### src/rtl/keypad_matrix_scanner.sv
// keypad_matrix_scanner: row-strobed keypad matrix scanner with per-key
// debounce and a first-word-fall-through press/release event FIFO.
// Rows are driven active-low one at a time. Each row's column sample is
// processed one key per cycle during the next row's dwell.
// Optional feature macro: KEYPAD_RELEASE_EVENT_EN. When it is defined,
// release transitions also queue events. When it is undefined, only
// presses are queued and ev_press is tied high.
module keypad_matrix_scanner #(
   parameter int ROWS           = 5,
   parameter int COLS           = 4,
   parameter int SCAN_DIV       = 8,
   parameter int DEBOUNCE_SCANS = 3,
   parameter int FIFO_DEPTH     = 4,
   parameter int KW             = $clog2(ROWS * COLS)
) (
   input  logic                   clk,
   input  logic                   rst,
   output logic [ROWS-1:0]        btn_x,
   input  logic [COLS-1:0]        btn_y,
   output logic [ROWS*COLS-1:0]   key_state,
   output logic                   ev_valid,
   output logic [KW-1:0]          ev_code,
   output logic                   ev_press,
   input  logic                   ev_ready,
   input  logic                   ovf_clr,
   output logic                   overflow
);

   localparam int KEYS = ROWS * COLS;
   localparam int RW   = $clog2(ROWS);
   localparam int DW   = $clog2(SCAN_DIV);
   localparam int CLW  = $clog2(COLS);
   localparam int CW   = $clog2(DEBOUNCE_SCANS + 1);
   localparam int AW   = $clog2(FIFO_DEPTH);

   localparam logic [RW-1:0] ROW_LAST   = RW'(ROWS - 1);
   localparam logic [DW-1:0] DWELL_LAST = DW'(SCAN_DIV - 1);
   localparam logic [DW-1:0] WALK_LAST  = DW'(COLS - 1);
   localparam logic [CW-1:0] DEB_LAST   = CW'(DEBOUNCE_SCANS - 1);

   // Active-low one-hot drive pattern for a row index
   function automatic logic [ROWS-1:0] row_drive(input logic [RW-1:0] r);
      logic [ROWS-1:0] one;
      one = {{(ROWS-1){1'b0}}, 1'b1};
      return ~(one << r);
   endfunction

   logic [RW-1:0]   row_r;
   logic [DW-1:0]   dwell_r;
   logic [COLS-1:0] sample_r;
   logic [RW-1:0]   sample_row_r;
   logic [CW-1:0]   cnt_r [KEYS];

   logic [KW-1:0]   mem_code_r [FIFO_DEPTH];
   logic [AW:0]     wr_ptr_r;
   logic [AW:0]     rd_ptr_r;

   logic            walk_active_s;
   logic [CLW-1:0]  walk_col_s;
   logic [KW-1:0]   walk_key_s;
   logic            raw_s;
   logic            toggle_s;
   logic            push_s;
   logic            empty_s;
   logic            full_s;
   logic            pop_s;
   logic            do_push_s;
   logic            drop_s;
   logic [RW-1:0]   row_next_s;

   // Next row index, wrapping after the last row
   always_comb begin
      row_next_s = row_r + RW'(1);
      if (row_r == ROW_LAST) begin
         row_next_s = '0;
      end else begin
         row_next_s = row_r + RW'(1);
      end
   end

   // Scan counters, row drive and per-row column sample capture
   always_ff @(posedge clk) begin
      if (rst) begin
         row_r        <= '0;
         dwell_r      <= '0;
         btn_x        <= '1;
         sample_r     <= '1;
         sample_row_r <= '0;
      end else if (dwell_r == DWELL_LAST) begin
         dwell_r      <= '0;
         sample_r     <= btn_y;
         sample_row_r <= row_r;
         row_r        <= row_next_s;
         btn_x        <= row_drive(row_next_s);
      end else begin
         dwell_r      <= dwell_r + DW'(1);
         btn_x        <= row_drive(row_r);
      end
   end

   // Select the key under the walk this cycle and decide whether it toggles
   always_comb begin
      walk_active_s = (dwell_r <= WALK_LAST);
      walk_col_s    = dwell_r[CLW-1:0];
      walk_key_s    = KW'(sample_row_r) * KW'(COLS) + KW'(walk_col_s);
      raw_s         = ~sample_r[walk_col_s];
      toggle_s      = 1'b0;
      if (walk_active_s && (raw_s != key_state[walk_key_s])
          && (cnt_r[walk_key_s] == DEB_LAST)) begin
         toggle_s = 1'b1;
      end else begin
         toggle_s = 1'b0;
      end
`ifdef KEYPAD_RELEASE_EVENT_EN
      push_s = toggle_s;
`else
      push_s = toggle_s & raw_s;
`endif
   end

   // Per-key debounce counters and debounced key levels
   always_ff @(posedge clk) begin
      if (rst) begin
         key_state <= '0;
         for (int i = 0; i < KEYS; i++) begin
            cnt_r[i] <= '0;
         end
      end else if (walk_active_s) begin
         if (raw_s == key_state[walk_key_s]) begin
            cnt_r[walk_key_s] <= '0;
         end else if (toggle_s) begin
            key_state[walk_key_s] <= raw_s;
            cnt_r[walk_key_s]     <= '0;
         end else begin
            cnt_r[walk_key_s] <= cnt_r[walk_key_s] + CW'(1);
         end
      end
   end

   // FIFO status and push/pop/drop decisions
   always_comb begin
      empty_s   = (wr_ptr_r == rd_ptr_r);
      full_s    = (wr_ptr_r[AW] != rd_ptr_r[AW]) &&
                  (wr_ptr_r[AW-1:0] == rd_ptr_r[AW-1:0]);
      pop_s     = ~empty_s & ev_ready;
      do_push_s = push_s & (~full_s | pop_s);
      drop_s    = push_s & full_s & ~pop_s;
   end

   assign ev_valid = ~empty_s;
   assign ev_code  = mem_code_r[rd_ptr_r[AW-1:0]];

`ifdef KEYPAD_RELEASE_EVENT_EN
   logic mem_press_r [FIFO_DEPTH];

   // Event type storage, written alongside the key code
   always_ff @(posedge clk) begin
      if (rst) begin
         for (int i = 0; i < FIFO_DEPTH; i++) begin
            mem_press_r[i] <= 1'b0;
         end
      end else if (do_push_s) begin
         mem_press_r[wr_ptr_r[AW-1:0]] <= raw_s;
      end
   end

   assign ev_press = mem_press_r[rd_ptr_r[AW-1:0]];
`else
   assign ev_press = 1'b1;
`endif

   // Event FIFO storage, pointers and sticky overflow flag
   always_ff @(posedge clk) begin
      if (rst) begin
         wr_ptr_r <= '0;
         rd_ptr_r <= '0;
         overflow <= 1'b0;
         for (int i = 0; i < FIFO_DEPTH; i++) begin
            mem_code_r[i] <= '0;
         end
      end else begin
         if (do_push_s) begin
            mem_code_r[wr_ptr_r[AW-1:0]] <= walk_key_s;
            wr_ptr_r <= wr_ptr_r + (AW+1)'(1);
         end
         if (pop_s) begin
            rd_ptr_r <= rd_ptr_r + (AW+1)'(1);
         end
         if (drop_s) begin
            overflow <= 1'b1;
         end else if (ovf_clr) begin
            overflow <= 1'b0;
         end
      end
   end

endmodule

### config.mk
export PLATFORM = sky130hd
export DESIGN_NAME = keypad_matrix_scanner
export DESIGN_NICKNAME = d
export VERILOG_FILES = /design/src/rtl/keypad_matrix_scanner.sv
export SDC_FILE = /design/constraint.sdc
export NUM_CORES = 1
export LEC_CHECK = 0
export ABC_AREA = 1
export BUFFER_PORTS_ARGS = -buffer_cell sky130_fd_sc_hd__buf_2
export CORE_MARGIN = 1
export CORE_UTILIZATION = 30
export CTS_CLUSTER_SIZE = 28
export DETAILED_ROUTE_END_ITERATION = 6
export HOLD_SLACK_MARGIN = 0.08
export PLACE_DENSITY = 0.47
export SETUP_SLACK_MARGIN = 0.05
export SLEW_MARGIN = 5
export SYNTH_ARGS = -nofsm -noshare
export SYNTH_HDL_FRONTEND = slang
export SYNTH_SLANG_ARGS = --single-unit
### constraint.sdc
create_clock -name clk -period 3.15 [get_ports clk]
set_input_delay 0.1575 -clock clk [delete_from_list [all_inputs] [get_ports clk]]
set_output_delay 0.1575 -clock clk [all_outputs]
set_load 0.01 [all_outputs]
; ---- Yosys cells after proc, flatten, opt, wreduce, memory -nomap -nowiden
; Memory sizes are Yosys's and may differ from the RTL's. A register that Yosys moved wholly into a read port is not among the register bits.
; Index checks and enable logic that the tools add are counted.
[classes]
n_shift = 2
reduce_logical = 9
magnitude_cmp = 4
muxes = 41
bitwise = 15
n_eq_ne = 8
add_sub_neg = 6
[op_table]
columns = cell, n
row1 = $mux W1, 27
row2 = $bwmux W20, 1
row3 = $mux W5, 3
row4 = $add A3 B1 Y3 const B, 4
row5 = $mux W2, 6
row6 = $not A5 Y5, 2
row7 = $shl A1 B3 Y5 const A, 2
row8 = $eq A3 B3 Y1 const B, 2
row9 = $lt A5 B6 Y1 const B, 1
row10 = $add A5 B2 Y5, 1
row11 = $and A1 B1 Y1, 5
row12 = $bmux W1 S5, 1
row13 = $demux W1 S5, 1
row14 = $ge A5 B1 Y1 const B, 1
row15 = $not A1 Y1, 5
row16 = $reduce_or A5 Y1, 1
row17 = $logic_and A1 B1 Y1, 4
row18 = $reduce_or A2 Y1, 2
row19 = $eq A3 B3 Y1, 1
row20 = $le A3 B2 Y1 const B, 1
row21 = $lt A2 B3 Y1 const B, 1
row22 = $mux W3, 1
row23 = $or A1 B1 Y1, 3
row24 = $reduce_and A3 Y1, 1
row25 = other kinds (7), 8
[totals]
wordCells = 96
ramBits = 60
output_inout_bits = 33
memories = 2
register_bits = 45
[memory_table]
columns = memory, words, word_bits, read_ports, rd_ports_with_merged_regs, wr, line_no
row1 = cnt_r, 20, 2, 1, 0, 20, 52  ; logic [CW-1:0] cnt_r [KEYS];
row2 = mem_code_r, 4, 5, 1, 1, 4, 54  ; logic [KW-1:0] mem_code_r [FIFO_DEPTH];

; ---- Longest topological paths before layout
; Gate-level depths: netlist (run 1).
[logic_depth]
word_depth = 16
depth_mapped = 19
depth_no_buf = 15

; ---- Worst setup path after synthesis (run 1)
; No wires, ideal clock.
[synth_timing]
path_type = reg2reg
from = reg dwell_r[0]
to = mem mem_code_r[0][0] (netlist name), enable pin
synth_period_minus_slack_ns = 2.844
setup_slack_ns = 0.306
arrival_ns = 2.531
path_buffers = 4
path_stages_with_launch = 18
cell_sequence = dfxtp_1 buf_4 buf_6 clkbuf_1 buf_2 nor2_1 o22ai_1 nand2_1 nand2_1 a221oi_1 nand2_1 ha_1 inv_1 nor2_2 nand4_1 nor2_2 nand4_1 nand2_1
[synth_rtl]
columns = element, line_no
row1 = "start, declared", 49  ; logic [DW-1:0] dwell_r;
row2 = "start signal, assigned", 96  ; dwell_r <= dwell_r + DW'(1);
row3 = "end, declared", 54

==> results.sh, run 1 <==
export IMPL_cp_max_fo=9
export IMPL_io_pins=41
export IMPL_rsz0062_at_grt="false"
export IMPL_multi_input_area_um2=2460
export IMPL_cp_slowest_stage_delay_ns=0.42
export IMPL_initial_core_util_pct=30.6
export IMPL_ys_ff_latch=131
export IMPL_synthArstFlopShare_pct=0
export IMPL_setup_viol=0
export IMPL_wire_per_inst_um=16.1
export IMPL_grt_pass1_vias=5112
export IMPL_cts_root_buf="clkbuf_16"
export IMPL_synth_cells=748
export IMPL_fin_crit_ns=2.88
export IMPL_antenna_found_initial=0
export IMPL_drc=0
export IMPL_crit_chain="inv_4 > buf_4 > buf_4 > o21ai_1 > o22ai_1 > nand2_1 > nand4_1 > nor2_2 > ha_1 > inv_1 > nor2_2 > nand4_1 > nor2_4 > nand4_1 > nand2_2"
export IMPL_worstSkewPairLatency_ns=0.43
export IMPL_ys_flop_type="edfxtp_1"
export IMPL_synth_area_leaders="edfxtp_1 39%, dfxtp_1 15%, nor2_1 9.0%"
export IMPL_start_kind="register"
export IMPL_drv_slew=0
export IMPL_ys_warn_count=0
export IMPL_cpMostUsedCell="nand4_1"
export IMPL_leakagePower_nw=2.99
export IMPL_fin_area_um2=7640
export IMPL_grt_pass1_wl_um=27600
export IMPL_routabilityCongestion=0.790
export IMPL_core_area_um2=21000
export IMPL_fmax_ghz=0.347
export IMPL_antenna_cells=0
export IMPL_status="finished, final reports clean"
export IMPL_nFillCells=2206
export IMPL_cts_tree="built"
export IMPL_hold_viol=0
export IMPL_syn_num_nets=770
export IMPL_path_clk_slew_ns=0.06
export IMPL_numCtsBuffers=17
export IMPL_max_slew_margin_pct=66.2
export IMPL_synth_top_area_share_pct=39.4
export IMPL_netlist_area_um2=6400
export IMPL_grt_util_all_layers_pct=16.8
export IMPL_dpl_hpwl_um=12000
export IMPL_synth_edf_count=84
export IMPL_post_dp_cell_area_um2=6870
export IMPL_path_buf_inv=4
export IMPL_cts_max_path_buffers=2
export IMPL_crit_arrival_ns=3.01
export IMPL_ff_latch_area_um2=3470
export IMPL_max_cap_viol_count=0
export IMPL_crit_family="simple AND/OR/NAND/NOR gates"
export IMPL_final_nets=822
export IMPL_grt_start_max_net_pins=41
export IMPL_critPathKind="reg2reg"
export IMPL_synth_avg_cell_area_um2=8.56
export IMPL_drt_first_pass_iters=5
export IMPL_critPathCaptureType="register"
export IMPL_post_drt_via_cell_ratio=4.84
export IMPL_num_vias=5265
export IMPL_drt_initial_drc_count=397
export IMPL_yosysSeqAreaShare_pct=54.1
export IMPL_synth_top_area_cell="edfxtp_1"
export IMPL_synth_cell_type_count=31
export IMPL_synth_common_cells="154 x nor2_1, 135 x nand2_1, 84 x edfxtp_1, 61 x inv_1, 48 x nand4_1"
export IMPL_die_h_um=148
export IMPL_crit_path_top_delay_cell="dfxtp_2"
export IMPL_htreeDepth=4
export IMPL_overflow=0
export IMPL_fin_crit_sh_pct=91.5
export IMPL_area_growth_syn_to_layout_pct=19.4
export IMPL_num_rows=53
export IMPL_fin_setup_tns_ns=0
export IMPL_die_area_um2=21900
export IMPL_hp_class="in2reg"
export IMPL_cp_required_ns=3.28
export IMPL_vdd_drop_max_mv=0.373
export IMPL_powerDensity_nw_per_um2=584
export IMPL_port_buffers=39
export IMPL_worst_pin_slew_ns=0.504
export IMPL_wirelength_um=17500
export IMPL_layout_drive_gt1_share_pct=15.7
export IMPL_synth_most_common_cell="nor2_1"
export IMPL_worst_clock_skew_ns=0.0102
export IMPL_ant_nets=0
export IMPL_die_x_um=148
export IMPL_cts_sinks=131
layout make-up:
type	count	share of cell area [%]
inverter	73	3.67
multi-input combinational	503	32.2
timing repair buffer	74	6.63
clock inverter	4	0.589
tap	275	4.50
clock buffer	28	7.04
sequential	131	45.3
repair_timing:
item,CTS,global route
buffers inserted,0,7
resized for setup,0,17
setup endpoints to repair,0,22
hold buffers,6,0
hold endpoints to repair,5,0
layout by cell type, fill, tap and decap left out, types with 6 or more instances in the layout:
cell type        n
dfxtp_1         45
nor2_1         154
o21ai_0         44
nand3_1         16
buf_4           26
ha_1            14
dlygate4sd3_1    6
inv_2           10
a21oi_1         29
edfxtp_1        84
nand4_1         48
clkbuf_16       19
buf_2           39
o22ai_1         26
nand2_1        132
inv_1           59
power breakdown:
group	internal, W	switching (W)
registers	0.00188	0.0000370
clock network	0.00123	0.000721
logic	0.000181	0.000406
metal layers:
metal	up-vias	share of wire, %	GRT usage, %
met5	-	0	0
met4	0	2.0	6.86
met2	131	46	26.7
met1	2471	47	21.9
met3	29	4.7	3.80
li1	2634	-	-
flip-flops by register name, indices dropped and copies added (netlist names), named ones only:
name / flops
dwell_r: 3
sample_row_r: 3
overflow: 1
rd_ptr_r: 3
btn_x: 5
sample_r: 4
key_state: 20
row_r: 3
cnt_r: 64
wr_ptr_r: 3
mem_code_r: 20
worst paths after layout:
path	endpoint	slack (ns)	cells after the start	startpoint
min reg2reg	key_state[13]	0.47	2	key_state[13]
min	wr_ptr_r[2]	0.09	2	rst
max reg2reg	mem_code_r[1][1]	0.27	15	dwell_r[0]
max	mem_code_r[1][1]	0.27	15	dwell_r[0]
logic make-up (layout without fill, tap and decap cells):
kind of cell | count (synthesis) | in the layout | synth area share [%]
AO/OA/AOI/OAI | 113 | 113 | 9.83
buffers and inverters | 114 | 179 | 7.93
adder cells (fa/ha/maj) | 14 | 14 | 2.74
flip-flops | 131 | 131 | 54.1
XOR/XNOR | 3 | 3 | 0.410
AND/OR/NAND/NOR | 372 | 372 | 24.9
other | 1 | 1 | 0.0586
per-stage QoR:
| step | setup WS (ns) | power (W) | util (%) | hold WS [ns] | instances |
|---|---|---|---|---|---|
| 3_3_place_gp | 0.176 | 0.00252 | 32.8 | 0.380 | 1042 |
| 3_5_place_dp | 0.130 | 0.00252 | 32.8 | 0.389 | 1042 |
| 4_1_cts | 0.0718 | 0.00449 | 35.8 | 0.0830 | 1080 |
| 5_1_grt | 0.0290 | 0.00465 | 36.5 | 0.0981 | 1088 |
| 2_1_floorplan | 0.306 | 0.00235 | - | 0.290 | 748 |
| 6_report | 0.267 | 0.00446 | 36.5 | 0.0897 | 1088 |
Note: power is estimated with default switching activity, not from simulation.
==> run 2: changes to the inputs <==
--- a/config.mk
+++ b/config.mk
@@ -13,6 +13,7 @@
 export DETAILED_ROUTE_END_ITERATION = 6
 export HOLD_SLACK_MARGIN = 0.08
 export PLACE_DENSITY = 0.47
+export RECOVER_POWER = 50
 export SETUP_SLACK_MARGIN = 0.05
 export SLEW_MARGIN = 5
 export SYNTH_ARGS = -nofsm -noshare
==> results.sh, run 2 (synthesis results as in run 1) <==
export IMPL_status="finished, final reports clean"
export IMPL_ant_nets=0
export IMPL_crit_arrival_ns=3.02
export IMPL_total_power_w=0.00445
export IMPL_crit_path_top_delay_cell="dfxtp_2"
export IMPL_drc=0
export IMPL_numCtsBuffers=17
export IMPL_worstSkewPairLatency_ns=0.43
export IMPL_cpMostUsedCell="nand4_1"
export IMPL_num_rows=53
export IMPL_nFillCells=2223
export IMPL_timing_hold_ws_ns=0.0785
export IMPL_grt_start_max_net_pins=41
export IMPL_reg_top3="cnt_r: 64 flops, key_state: 20 flops, mem_code_r: 20 flops"
export IMPL_fin_setup_tns_ns=0
export IMPL_critPathKind="reg2reg"
export IMPL_grt_pass1_wl_um=27600
export IMPL_cp_max_fo=9
export IMPL_area_growth_syn_to_layout_pct=18.6
export IMPL_wire_per_inst_um=16.2
export IMPL_final_nets=822
export IMPL_worst_pin_slew_ns=0.957
export IMPL_post_drt_via_cell_ratio=4.82
export IMPL_antenna_found_initial=0
export IMPL_leakagePower_nw=2.87
export IMPL_die_area_um2=21900
export IMPL_layout_drive_gt1_share_pct=11.4
export IMPL_rsz0062_at_grt="false"
export IMPL_grt_pass1_vias=5112
export IMPL_layout_common_cells="155 x nor2_1, 132 x nand2_1, 84 x edfxtp_1"
export IMPL_drv_slew=0
export IMPL_grt_busiest_layer="met2"
export IMPL_grt_util_all_layers_pct=16.8
export IMPL_routabilityCongestion=0.790
export IMPL_vdd_drop_max_mv=0.374
export IMPL_fin_crit_ns=2.89
export IMPL_layout_commonest_cell="nor2_1"
export IMPL_max_slew_margin_pct=36.2
export IMPL_cts_tree="built"
export IMPL_worst_r2r_setup_slack_ns=0.26
export IMPL_fin_crit_sh_pct=91.7
export IMPL_io_pins=41
export IMPL_largest_register_ffs=64
export IMPL_powerDensity_nw_per_um2=586
export IMPL_fmax_ghz=0.346
export IMPL_hold_viol=0
export IMPL_regMostFlops="cnt_r"
export IMPL_grt_util_met1_pct=21.9
export IMPL_drt_first_pass_iters=6
export IMPL_hp_class="in2reg"
export IMPL_max_cap_viol_count=0
export IMPL_crit_chain="inv_4 > buf_4 > buf_4 > o21ai_1 > o22ai_1 > nand2_1 > nand4_1 > nor2_2 > ha_1 > inv_1 > nor2_2 > nand4_1 > nor2_4 > nand4_1 > nand2_2"
export IMPL_worst_clock_skew_ns=0.0106
export IMPL_met2_usage_pct=26.7
export IMPL_grt_use_met3_pct=3.80
export IMPL_cts_root_buf="clkbuf_16"
export IMPL_die_h_um=148
export IMPL_num_vias=5244
export IMPL_wirelength_um=17600
export IMPL_port_buffers=39
export IMPL_die_x_um=148
export IMPL_start_kind="register"
export IMPL_initial_core_util_pct=30.6
export IMPL_htreeDepth=4
export IMPL_path_clk_slew_ns=0.06
export IMPL_cts_sinks=131
export IMPL_cp_slowest_stage_delay_ns=0.42
export IMPL_cp_required_ns=3.28
export IMPL_drt_initial_drc_count=386
export IMPL_critPathCaptureType="register"
export IMPL_antenna_cells=0
export IMPL_dpl_hpwl_um=12000
export IMPL_setup_viol=0
export IMPL_core_area_um2=21000
export IMPL_cts_max_path_buffers=2
export IMPL_overflow=0
run 2: cell types whose count changed in the layout (fill, tap and decap cells not counted):
| cell | change |
|---|---|
| buf_2 | -32 |
| buf_4 | -2 |
| clkbuf_1 | +34 |
| nor2_1 | +1 |
| nor2_2 | -1 |
run 2: final timing paths:
check | startpoint | endpoint | cells past startpoint
worst max-delay path | dwell_r[0] | mem_code_r[1][1] | 15
worst min-delay path | rst | wr_ptr_r[2] | 2
worst max register to register | dwell_r[0] | mem_code_r[1][1] | 15
worst min register to register | key_state[13] | key_state[13] | 2
run 2: worst max-delay path: cells and delay by family, from the launching register on:
kind	cells	cell delay (ns)
flip-flops	1	0.42
adder cells (fa/ha/maj)	1	0.19
AND/OR/NAND/NOR	8	1.34
buffers and inverters	4	0.44
AO/OA/AOI/OAI	2	0.20
run 2: what timing repair did:
action                                  4_1_cts  5_1_grt
buffers inserted                              0        7
resized for setup                             0       17
endpoints found under the setup margin        0       22
hold buffers                                  6        0
endpoints found under the hold margin         5        0
run 2: power by group:
part | leakage [nW] | total (W) | switching, W | internal [W]
combinational | 1.35 | 0.000579 | 0.000408 | 0.000171
sequential | 1.22 | 0.00192 | 0.0000369 | 0.00188
clock | 0.290 | 0.00196 | 0.000721 | 0.00123
total | 2.87 | 0.00445 | 0.00117 | 0.00329
run 2: through the flow:
| stage | instance area (µm²) | utilization [%] | worst slack (ns) | std cells |
|---|---|---|---|---|
| detailed placement | 6870 | 32.8 | 0.130 | 1042 |
| global placement | 6870 | 32.8 | 0.176 | 1042 |
| CTS | 7510 | 35.8 | 0.0718 | 1080 |
| finish | 7590 | 36.2 | 0.262 | 1088 |
| global route | 7590 | 36.2 | 0.0183 | 1088 |
| floorplan | 6400 | - | 0.306 | 748 |
run 2: area by class of cell:
class                           count  area, µm²  area share (%)
Timing Repair Buffer               74        459            6.05
Tap cell                          275        344            4.53
Inverter                           73        280            3.69
Sequential cell                   131       3470            45.6
Multi-Input combinational cell    503       2460            32.4
Clock inverter                      4       45.0           0.593
Clock buffer                       28        538            7.08
run 2: layer usage:
| layer | wire (µm) | share of wire, % |
|---|---|---|
| met5 | 0 | 0 |
| met2 | 8160 | 46 |
| met3 | 738 | 4.2 |
| met1 | 8330 | 47 |
| met4 | 351 | 2.0 |
==> run 3: changes to the inputs <==
--- a/config.mk
+++ b/config.mk
@@ -12,7 +12,7 @@
 export CTS_CLUSTER_SIZE = 28
 export DETAILED_ROUTE_END_ITERATION = 6
 export HOLD_SLACK_MARGIN = 0.08
-export PLACE_DENSITY = 0.47
+export PLACE_DENSITY = 0.49
 export RECOVER_POWER = 50
 export SETUP_SLACK_MARGIN = 0.05
 export SLEW_MARGIN = 5
==> results.sh, run 3 (synthesis results as in run 1) <==
export IMPL_combinationalPowerShare_pct=12.5
export IMPL_num_vias=5295
export IMPL_start_kind="register"
export IMPL_crit_chain="inv_1 > nor3_2 > nand2_1 > nand2_1 > a221oi_1 > nand2_1 > ha_1 > inv_1 > nor2_2 > nand4_1 > nor2_2 > nand4_1 > nand2_1"
export IMPL_max_slew_margin_pct=31.4
export IMPL_post_dp_cell_area_um2=6860
export IMPL_utilization_pct=35.8
export IMPL_clkPwrFrac_pct=45.3
export IMPL_dp_cells=1039
export IMPL_worst_pin_slew_ns=1.03
export IMPL_grt_start_max_net_pins=41
export IMPL_fin_crit_sh_pct=90.5
export IMPL_swShare_pct=26.4
export IMPL_drt_first_pass_iters=5
export IMPL_numCtsBuffers=17
export IMPL_vdd_drop_max_mv=0.366
export IMPL_dpl_hpwl_um=11700
export IMPL_final_cell_count_no_fill=1076
export IMPL_die_area_um2=21900
export IMPL_cts_root_buf="clkbuf_16"
export IMPL_critPathCaptureType="register"
export IMPL_final_nets=810
export IMPL_rsz0062_at_grt="false"
export IMPL_overflow=0
export IMPL_crit_path_top_delay_cell="dfxtp_1"
export IMPL_drc=0
export IMPL_max_cap_viol_count=0
export IMPL_largest_register_ffs=64
export IMPL_fmax_ghz=0.351
export IMPL_htreeDepth=4
export IMPL_layout_drive_gt1_share_pct=10.1
export IMPL_cts_max_path_buffers=2
export IMPL_layout_commonest_cell="nor2_1"
export IMPL_nFillCells=2200
export IMPL_hp_class="in2reg"
export IMPL_internal_power_w=0.00334
export IMPL_path_buf_inv=2
export IMPL_regMostFlops="cnt_r"
export IMPL_path_clk_slew_ns=0.06
export IMPL_cp_required_ns=3.26
export IMPL_drv_slew=0
export IMPL_grt_pass1_vias=5171
export IMPL_switchingPower_w=0.00120
export IMPL_status="finished, final reports clean"
export IMPL_fin_area_um2=7500
export IMPL_ant_nets=0
export IMPL_cts_tree="built"
export IMPL_drt_initial_drc_count=351
export IMPL_crit_family="simple AND/OR/NAND/NOR gates"
export IMPL_grt_util_all_layers_pct=16.4
export IMPL_area_growth_syn_to_layout_pct=17.2
export IMPL_reg_top3="cnt_r: 64 flops, key_state: 20 flops, mem_code_r: 20 flops"
export IMPL_crit_arrival_ns=2.96
export IMPL_post_cts_repair_setup_buffers=0
export IMPL_hold_viol=0
export IMPL_layout_common_cells="155 x nor2_1, 134 x nand2_1, 84 x edfxtp_1"
export IMPL_grt_use_met3_pct=3.93
export IMPL_grt_busiest_layer="met2"
export IMPL_core_area_um2=21000
export IMPL_antenna_found_initial=0
export IMPL_num_rows=53
export IMPL_die_x_um=148
export IMPL_io_pins=41
export IMPL_cp_slowest_stage_delay_ns=0.48
export IMPL_leakagePower_nw=2.85
export IMPL_grt_util_met1_pct=20.3
export IMPL_fin_setup_tns_ns=0
export IMPL_wire_per_inst_um=15.7
export IMPL_die_h_um=148
export IMPL_cts_sinks=131
export IMPL_fin_crit_ns=2.85
export IMPL_initial_core_util_pct=30.6
export IMPL_cpMostUsedCell="nand2_1"
export IMPL_worst_clock_skew_ns=0.0111
export IMPL_port_buffers=39
export IMPL_powerDensity_nw_per_um2=605
export IMPL_antenna_cells=0
export IMPL_grt_pass1_wl_um=27200
export IMPL_p_seq_share_pct=42.2
export IMPL_critPathKind="reg2reg"
export IMPL_post_drt_via_cell_ratio=4.92
export IMPL_wirelength_um=16900
export IMPL_routabilityCongestion=0.778
export IMPL_setup_viol=0
export IMPL_worstSkewPairLatency_ns=0.42
export IMPL_met2_usage_pct=27.3
export IMPL_cp_max_fo=8
==> run 3: layout make-up <==
| type | instances | area, µm² | area share [%] |
|---|---|---|---|
| clock buffers | 20 | 500 | 6.67 |
| clock inverters | 12 | 120 | 1.60 |
| inverters | 73 | 274 | 3.65 |
| multi-input cells | 503 | 2450 | 32.7 |
| flip-flops and latches | 131 | 3460 | 46.2 |
| well taps | 275 | 344 | 4.59 |
| repair buffers | 62 | 349 | 4.65 |
==> run 3: path summary, 6_finish.rpt <==
path	from	end	slack (ns)	cells after the start
max reg2reg	sample_row_r[2]	mem_code_r[0][0]	0.30	13
min reg2reg	key_state[13]	key_state[13]	0.48	2
max	sample_row_r[2]	mem_code_r[0][0]	0.30	13
min	rst	wr_ptr_r[2]	0.11	2
==> run 3: per-stage QoR <==
step	setup slack [ns]	total power, W	hold slack (ns)
CTS	0.128	0.00459	0.0869
detailed placement	0.168	0.00253	0.382
global placement	0.251	0.00253	0.375
finish	0.298	0.00454	0.109
global route	0.0739	0.00471	0.113
floorplan	0.306	0.00235	0.290
==> run 3: power groups by stage <==
stage          sequential, W  combinational (W)  clock, W
6_report             0.00192           0.000568   0.00205
5_1_grt              0.00192           0.000631   0.00216
4_1_cts              0.00192           0.000582   0.00209
3_5_place_dp         0.00195           0.000578         0
3_3_place_gp         0.00195           0.000576         0
2_1_floorplan        0.00194           0.000407         0
==> run 3: timing repair <==
| item | in CTS | in global routing |
|---|---|---|
| resized for setup | 0 | 6 |
| hold buffers | 5 | 0 |
| hold endpoints to repair | 5 | 0 |
| setup endpoints to repair | 0 | 20 |
==> run 3: layer usage <==
layer / up-vias / share of wire, %
met5: - / 0
met4: 0 / 1.9
met3: 26 / 3.6
met2: 103 / 48
met1: 2547 / 46
li1: 2619 / -
